===== config.mk =====
export PLATFORM = sky130hd
export DESIGN_NAME = atahost_pio_tctrl
export DESIGN_NICKNAME = d
export VERILOG_FILES = /design/src/rtl/atahost_pio_tctrl.sv
export SDC_FILE = /design/constraint.sdc
export NUM_CORES = 1
export LEC_CHECK = 0
export CAP_MARGIN = 20
export CORE_MARGIN = 2
export CORE_UTILIZATION = 29
export CTS_CLUSTER_SIZE = 14
export DETAILED_ROUTE_END_ITERATION = 8
export GPL_TIMING_DRIVEN = 0
export SYNTH_ARGS = -nofsm -noshare
export SYNTH_HDL_FRONTEND = slang
export SYNTH_SLANG_ARGS = --single-unit

===== constraint.sdc =====
create_clock -name clk -period 4.85 [get_ports clk]
set_clock_uncertainty 0.15 [all_clocks]
set_input_delay 1.2125 -clock clk [delete_from_list [all_inputs] [get_ports clk]]
set_output_delay 1.2125 -clock clk [all_outputs]
set_load 0.01 [all_outputs]

===== src/rtl/atahost_pio_tctrl.sv =====
// atahost_pio_tctrl: OCIDEC-1 PIO register-transfer timing engine.
// Generates ATA-3 PIO waveforms with snapshot timings and IORDY wait.
module atahost_pio_tctrl #(
  parameter int TWIDTH         = 8,
  parameter int PIO_mode0_T1   = 6,
  parameter int PIO_mode0_T2   = 28,
  parameter int PIO_mode0_T4   = 2,
  parameter int PIO_mode0_Teoc = 23
) (
  input  logic              clk,
  input  logic              arst_i,
  input  logic              rst,
  input  logic [TWIDTH-1:0] T1,
  input  logic [TWIDTH-1:0] T2,
  input  logic [TWIDTH-1:0] T4,
  input  logic [TWIDTH-1:0] Teoc,
  input  logic              IORDYen,
  input  logic              req,
  input  logic              we,
  input  logic [3:0]        a,
  input  logic [15:0]       d,
  output logic [15:0]       q,
  output logic              done,
  output logic              busy,
  output logic [2:0]        DA,
  output logic              CS0n,
  output logic              CS1n,
  output logic              DIORn,
  output logic              DIOWn,
  output logic [15:0]       DDo,
  output logic              DDoe,
  input  logic [15:0]       DDi,
  input  logic              IORDY
);

  typedef enum logic [2:0] {
    IDLE, SETUP, STROBE, HOLD, EOC
  } state_t;

  state_t state, state_n;
  logic [TWIDTH-1:0] cnt, cnt_n;
  logic [TWIDTH-1:0] t2_r, t4_r, teoc_r;
  logic              we_r;
  logic [3:0]        a_r;
  logic [15:0]       d_r;
  logic              iordy_s1, iordy_s2;

  logic              cur_we;
  logic [3:0]        cur_a;
  logic [15:0]       cur_d;

  logic [15:0] q_n, ddo_n;
  logic [2:0]  da_n;
  logic        done_n, busy_n;
  logic        cs0_n, cs1_n, dior_n, diow_n, ddoe_n;

  // Transfer attributes come straight from the front end on the
  // launch edge, from the shadow copy afterwards.
  assign cur_we = (state == IDLE) ? we : we_r;
  assign cur_a  = (state == IDLE) ? a  : a_r;
  assign cur_d  = (state == IDLE) ? d  : d_r;

  always_ff @(posedge clk or posedge arst_i) begin
    if (arst_i) begin
      iordy_s1 <= 1'b1;
      iordy_s2 <= 1'b1;
    end else begin
      iordy_s1 <= IORDY;
      iordy_s2 <= iordy_s1;
    end
  end

  always_ff @(posedge clk or posedge arst_i) begin
    if (arst_i) begin
      state <= IDLE;
      cnt   <= TWIDTH'(PIO_mode0_T1);
    end else if (rst) begin
      state <= IDLE;
      cnt   <= TWIDTH'(PIO_mode0_T1);
    end else begin
      state <= state_n;
      cnt   <= cnt_n;
    end
  end

  always_ff @(posedge clk or posedge arst_i) begin
    if (arst_i) begin
      t2_r   <= TWIDTH'(PIO_mode0_T2);
      t4_r   <= TWIDTH'(PIO_mode0_T4);
      teoc_r <= TWIDTH'(PIO_mode0_Teoc);
      we_r   <= 1'b0;
      a_r    <= '0;
      d_r    <= '0;
    end else if (state == IDLE && req && !rst) begin
      t2_r   <= T2;
      t4_r   <= T4;
      teoc_r <= Teoc;
      we_r   <= we;
      a_r    <= a;
      d_r    <= d;
    end
  end

  always_comb begin
    state_n = state;
    cnt_n   = cnt - TWIDTH'(1);
    unique case (state)
      IDLE: begin
        cnt_n = T1;
        if (req) state_n = SETUP;
      end
      SETUP: begin
        if (cnt == '0) begin
          state_n = STROBE;
          cnt_n   = t2_r;
        end
      end
      STROBE: begin
        if (cnt == '0) begin
          if (IORDYen && !iordy_s2) begin
            cnt_n = '0;
          end else begin
            state_n = HOLD;
            cnt_n   = t4_r;
          end
        end
      end
      HOLD: begin
        if (cnt == '0) begin
          state_n = EOC;
          cnt_n   = teoc_r;
        end
      end
      EOC: begin
        if (cnt == '0) begin
          state_n = IDLE;
          cnt_n   = T1;
        end
      end
      default: begin
        state_n = IDLE;
        cnt_n   = T1;
      end
    endcase
  end

  // Pins are registered from the next state so they line up with it.
  always_comb begin
    da_n   = '0;
    cs0_n  = 1'b1;
    cs1_n  = 1'b1;
    dior_n = 1'b1;
    diow_n = 1'b1;
    ddo_n  = DDo;
    ddoe_n = 1'b0;
    done_n = 1'b0;
    busy_n = (state_n != IDLE);
    q_n    = q;
    if (state_n == SETUP || state_n == STROBE || state_n == HOLD) begin
      da_n  = cur_a[2:0];
      cs0_n = cur_a[3];
      cs1_n = !cur_a[3];
      if (cur_we) begin
        ddo_n  = cur_d;
        ddoe_n = 1'b1;
      end
    end
    if (state_n == STROBE) begin
      dior_n = cur_we;
      diow_n = !cur_we;
    end
    if (state_n == EOC) done_n = (cnt_n == '0);
    if (state == STROBE && state_n == HOLD && !we_r) q_n = DDi;
  end

  always_ff @(posedge clk or posedge arst_i) begin
    if (arst_i) begin
      DA    <= '0;
      CS0n  <= 1'b1;
      CS1n  <= 1'b1;
      DIORn <= 1'b1;
      DIOWn <= 1'b1;
      DDo   <= '0;
      DDoe  <= 1'b0;
      done  <= 1'b0;
      busy  <= 1'b0;
      q     <= '0;
    end else if (rst) begin
      DA    <= '0;
      CS0n  <= 1'b1;
      CS1n  <= 1'b1;
      DIORn <= 1'b1;
      DIOWn <= 1'b1;
      DDo   <= '0;
      DDoe  <= 1'b0;
      done  <= 1'b0;
      busy  <= 1'b0;
      q     <= '0;
    end else begin
      DA    <= da_n;
      CS0n  <= cs0_n;
      CS1n  <= cs1_n;
      DIORn <= dior_n;
      DIOWn <= diow_n;
      DDo   <= ddo_n;
      DDoe  <= ddoe_n;
      done  <= done_n;
      busy  <= busy_n;
      q     <= q_n;
    end
  end

endmodule


# [Word-level counts from Yosys, hierarchy flattened]
# Index checks and enable logic that the tools add are counted.
[totals] input_bits=75 regBits=100 output_inout_bits=42
[op_classes] n_mux=39 n_eq_ne=8 addsub=1 reduce_logical=20
[ops] operator="$mux W16" n=6
[ops] operator="$mux W8" n=6
[ops] operator="$pmux W8 S4" n=1
[ops] operator="$mux W3" n=9
[ops] operator="$logic_not A8 Y1" n=2
[ops] operator="$mux W1" n=15
[ops] operator="$pmux W3 S5" n=1
[ops] operator="$eq A3 B2 Y1 const B" n=4
[ops] operator="$sub A8 B1 Y8 const B" n=1
[ops] operator="$eq A3 B1 Y1 const B" n=2
[ops] operator="$eq A3 B3 Y1 const B" n=2
[ops] operator="$reduce_bool A2 Y1" n=3
[ops] operator="$logic_and A1 B1 Y1" n=5
[ops] operator="$logic_not A1 Y1" n=5
[ops] operator="$mux W4" n=1
[ops] operator="$logic_not A3 Y1" n=1
[ops] operator="$reduce_bool A3 Y1" n=1
[ops] operator="$logic_or A1 B1 Y1" n=2
[ops] operator="$reduce_and A2 Y1" n=1

# [Depth between registers and ports, before layout]
[logic_depth] ltp_word=10 ltp_mapped=10

# [Worst setup path before layout]
# Ideal clock, no wire load.
[synth_timing] path_kind="input -> register" start="input port IORDYen" end="register DDo[8]" path_stages=7 setup_ns=0.078 slack_ns=2.009 arrival_time_ns=2.613 cell_sequence="nand2b_1 -> and2_1 -> a221oi_2 -> a21oi_1 -> nor2_2 -> buf_2 -> o2bb2ai_1"
[synth_via] elab_chain_len=9 elab_cells_between_ends=11 classes_between="3 x eq/ne; 3 x mux; 5 x reduce/logical"
[synth_rtl] element="start: declaration" line="17" text="input logic IORDYen,"
[synth_rtl] element="$logic_and A1 B1 Y1 (*)" line="120" text="if (IORDYen && !iordy_s2) begin"
[synth_rtl] element="$mux W3 (*)" line="120"
[synth_rtl] element="$mux W3 (*)" line="119" text="if (cnt == '0) begin"
[synth_rtl] element="$pmux W3 S5 (*)" line="107" text="unique case (state)"
[synth_rtl] element="$eq A3 B1 Y1 or $eq A3 B2 Y1 (tied branches)" line="159" text="if (state_n == SETUP || state_n == STROBE || state_n == HOLD) begin"
[synth_rtl] element="$logic_or A1 B1 Y1" line="159"
[synth_rtl] element="$logic_or A1 B1 Y1 (*)" line="159"
[synth_rtl] element="$reduce_bool A2 Y1 (no line) (*)"
[synth_rtl] element="$reduce_and A2 Y1 (no line) (*)"
[synth_rtl] element="end signal: assignment" line="205" text="DDo <= ddo_n;"
[synth_rtl] element="end: declaration" line="30" text="output logic [15:0] DDo,"
# Every way passes the cells marked *; elsewhere a longest branch is shown, timed or not.
# A chain may end at the register's enable or synchronous reset.

# [Worst setup path in the final report]
# Ends and elaborated chain as after synthesis.

==> results.md <==
* Status: finished, final reports clean
* Number of synthesized flops with an enable pin at 0
* Syn Nets at 431
* Layout cells sized above 1 at 21.5%
* Sequential-to-total area share from yosys stat at 55.9%
* Delay of the slowest cell on the worst path at 0.52 ns
* Total wire length at 11.9 mm
* Antenna violations before repair at 0
* Placed cells at 660
* Fin cells at 676
* HPWL after DPL at 8.62 mm
* Final worst path period share at 73.8%
* DR iter-0 viols at 122
* PnR worst setup slack at 1.27 ns
* Full die area at 0.0166 mm^2
* RR Startpoint: cnt[0]$_DFF_PP0_
* Critical Path, Cell by Cell: clkdlybuf4s50_1 -> nand2b_1 -> and2_1 -> a221oi_2 -> a21oi_1 -> nor2_2 -> buf_2 -> o2bb2ai_1
* Fillers at 1446
* Synth Register Bits at 100
* Fin. Hold Viols at 0
* Pre-antenna DRT Iters at 4
* FF-to-FF End: DDo[8]$_DFFE_PP0P_
* Vias in the first global route at 3575
* Finished layout cell area at 0.00621 mm^2
* Fin crit period at 3.58 ns
* Hold path depth at 0
* Root Buffer: clkbuf_16
* CTS max path bufs at 2
* Worst-path clk slew at 0.07 ns
* # port buffers at 116
* Top delay family on crit path: buffers and inverters
* Setup TNS at 0 ns
* Max Slew Vio Count at 0
* Synth async-reset ratio at 100%
* Placeable Area at 0.0152 mm^2
* Hold Path End: iordy_s2$_DFF_PP1_
* # setup viols final at 0
* RSZ-0062 raised after global routing: false
* Drt drc at 0
* # hold bufs at CTS at 0
* Ant. Diodes at 0
* Rows at 45
* Max frequency at 280 MHz
* Worst-margin pin slew at 0.813 ns
* Max stage delay cell, worst path: a221oi_2
* Post-cts sizing count at 0
* CTS tree: built
* Worst Path Arrival at 3.71 ns
* Kind of critical path: in2reg
* Pwr Density at 332 mW/mm^2
* Initial Util at 29.7%
* Worst R2R Setup Slack at 1.78 ns
* Sink Count at 100
* Die W at 129 um
* Slew margin rel. at 45.6%
* P&R area growth vs syn at 37.6%
* Mean post-synth cell area at 12.7 um^2
* Mapped Cells at 355
* Critical path required time at 4.98 ns
* Die Y at 129 um
* Post-DR wirelength/cell at 17.7 um
* # H-tree levels at 3
* Nets at 559
* Core Util, Final at 40.9%
* Hold_sp: iordy_s1$_DFF_PP1_
* Largest net degree at the start of global routing at 52
* Post-DP Area at 0.00594 mm^2
* Min-Delay Path Class: reg2reg
* Later-pin clock latency in the skew report at 0.35 ns
* Worst Path Max Fanout at 10
* CTS buffer count at 9
* Worst r2r path cells at 9
* Routability congestion estimate at 0.919
* GR Overflow Total at 0
* Maximum vdd drop at 0.195 mV
* Vias/cell at 4.98
* First-pass GRT wire length at 19.1 mm
* Synth cell types at 50
* Hold_ws at 0.206 ns
* CP Launch Type: input port
* Max-Cap Viols at 0
* Synth Flop Type: dfrtp_1
* All-layer global routing usage at 15.0%
* Overall Power at 2.07 mW
* Via Count at 3369
* Pre-CTS setup slack at 0.922 ns
* Yosys warning count at 0
* Static Leak at 2.57 nW
* I/O pins at 117
* Crit path capture type: register
* Crit path buf inv count at 2
* Postcts setup bufs at 0
* Final ANT Viol Nets at 0
* Synth Cell Area at 0.00452 mm^2
-- worst reg2reg max path, stage by stage, from the launching register on --
cell	delay [ns]
dfrtp_1	0.38
inv_1	0.11
ha_1	0.23
nor4b_2	0.46
a21oi_1	0.15
a221oi_2	0.45
a21oi_1	0.15
nor2_2	0.39
buf_2	0.39
o2bb2ai_1	0.15
-- registers in the layout (all words and copies together), names as in the netlist, 3 cells and up --
name    count
DDo        16
q          16
t4_r        8
a_r         4
teoc_r      8
state       3
t2_r        8
d_r        16
DA          3
cnt         8
-- report_power, final --
group          leakage, nW  switching (mW)  internal, mW
clock                0.133           0.312         0.362
sequential            1.25          0.0649         0.952
combinational         1.20           0.164         0.211
-- placed cells by master, fill, tap and decap left out, drive strengths merged, types with 2 or more instances in the layout --
master         instances
clkdlybuf4s50        116
dfrtp                 84
mux2                  46
clkbuf                22
nand2                 19
a21oi                 19
mux2i                 19
a22o                  19
o2bb2ai               17
dfstp                 16
nor2                  16
buf                   11
o21ai                  8
nor3                   6
a22oi                  6
inv                    6
or3                    5
xnor2                  5
nand2b                 4
and2                   3
nand3                  3
nor2b                  3
a32oi                  3
a221oi                 3
nor4b                  3
clkinv                 3
nor3b                  2
a31oi                  2
o31ai                  2
or2                    2
-- per-layer routing --
metal,up-vias,share of wire (%),GRT usage [%]
li1,1581,-,-
met1,1672,43,18.6
met4,0,2.1,5.69
met2,103,48,24.4
met3,13,6.4,4.91
met5,-,0,0
-- layout make-up --
cell class	count	area (um^2)	share of cell area, %
buffer	20	100	1.61
clock buffer	12	246	3.97
clock inverter	4	26.3	0.423
inverter	6	25.0	0.403
multi-input combinational	229	1870	30.1
sequential	100	2520	40.6
tap	188	235	3.78
timing repair buffer	117	1190	19.1
-- how the worst max path moves through the flow --
stage            start             endpoint  slack [ns]  depth (start not counted)
2_1_floorplan   arst_i      DA[0]$_DFF_PP0_        0.90                          1
3_3_place_gp    arst_i  t4_r[5]$_DFFE_PP0P_       -0.72                          2
3_5_place_dp   IORDYen   DDo[8]$_DFFE_PP0P_        0.92                          8
4_1_cts        IORDYen   DDo[8]$_DFFE_PP0P_        1.29                          8
5_1_grt        IORDYen     q[8]$_DFFE_PP0P_        1.13                          8
6_report       IORDYen   DDo[8]$_DFFE_PP0P_        1.27                          8
-- cells in the mapped netlist, drive strengths merged (2+ instances only) --
library cell / n / area, um^2
a21oi: 19 / 95.1
buf: 10 / 62.6
nand3: 3 / 15.0
nor3b: 2 / 15.0
nor2b: 3 / 18.8
nand2: 19 / 71.3
a221oi: 3 / 32.5
o31ai: 2 / 15.0
dfstp: 16 / 420
o21ai: 8 / 40.0
or2: 2 / 12.5
a31oi: 2 / 12.5
inv: 6 / 22.5
nor2: 16 / 78.8
o2bb2ai: 17 / 205
nor3: 6 / 30.0
nand2b: 4 / 25.0
a32oi: 3 / 26.3
mux2: 46 / 518
mux2i: 19 / 190
a22o: 19 / 166
and2: 3 / 18.8
dfrtp: 84 / 2100
xnor2: 5 / 43.8
or3: 5 / 31.3
nor4b: 3 / 32.5
clkbuf: 10 / 37.5
a22oi: 6 / 45.0
-- logic make-up after synthesis --
group | Yosys count | share of synthesized area [%]
DFF | 100 | 55.9
xor gates and xnor gates | 5 | 0.970
AOI/OAI and AO/OA | 86 | 15.5
and+or+nand+nor | 72 | 9.01
buffers and inverters | 26 | 2.72
muxes | 65 | 15.7
adders and majority gates | 1 | 0.277
Note: power is estimated with default switching activity, not from simulation.
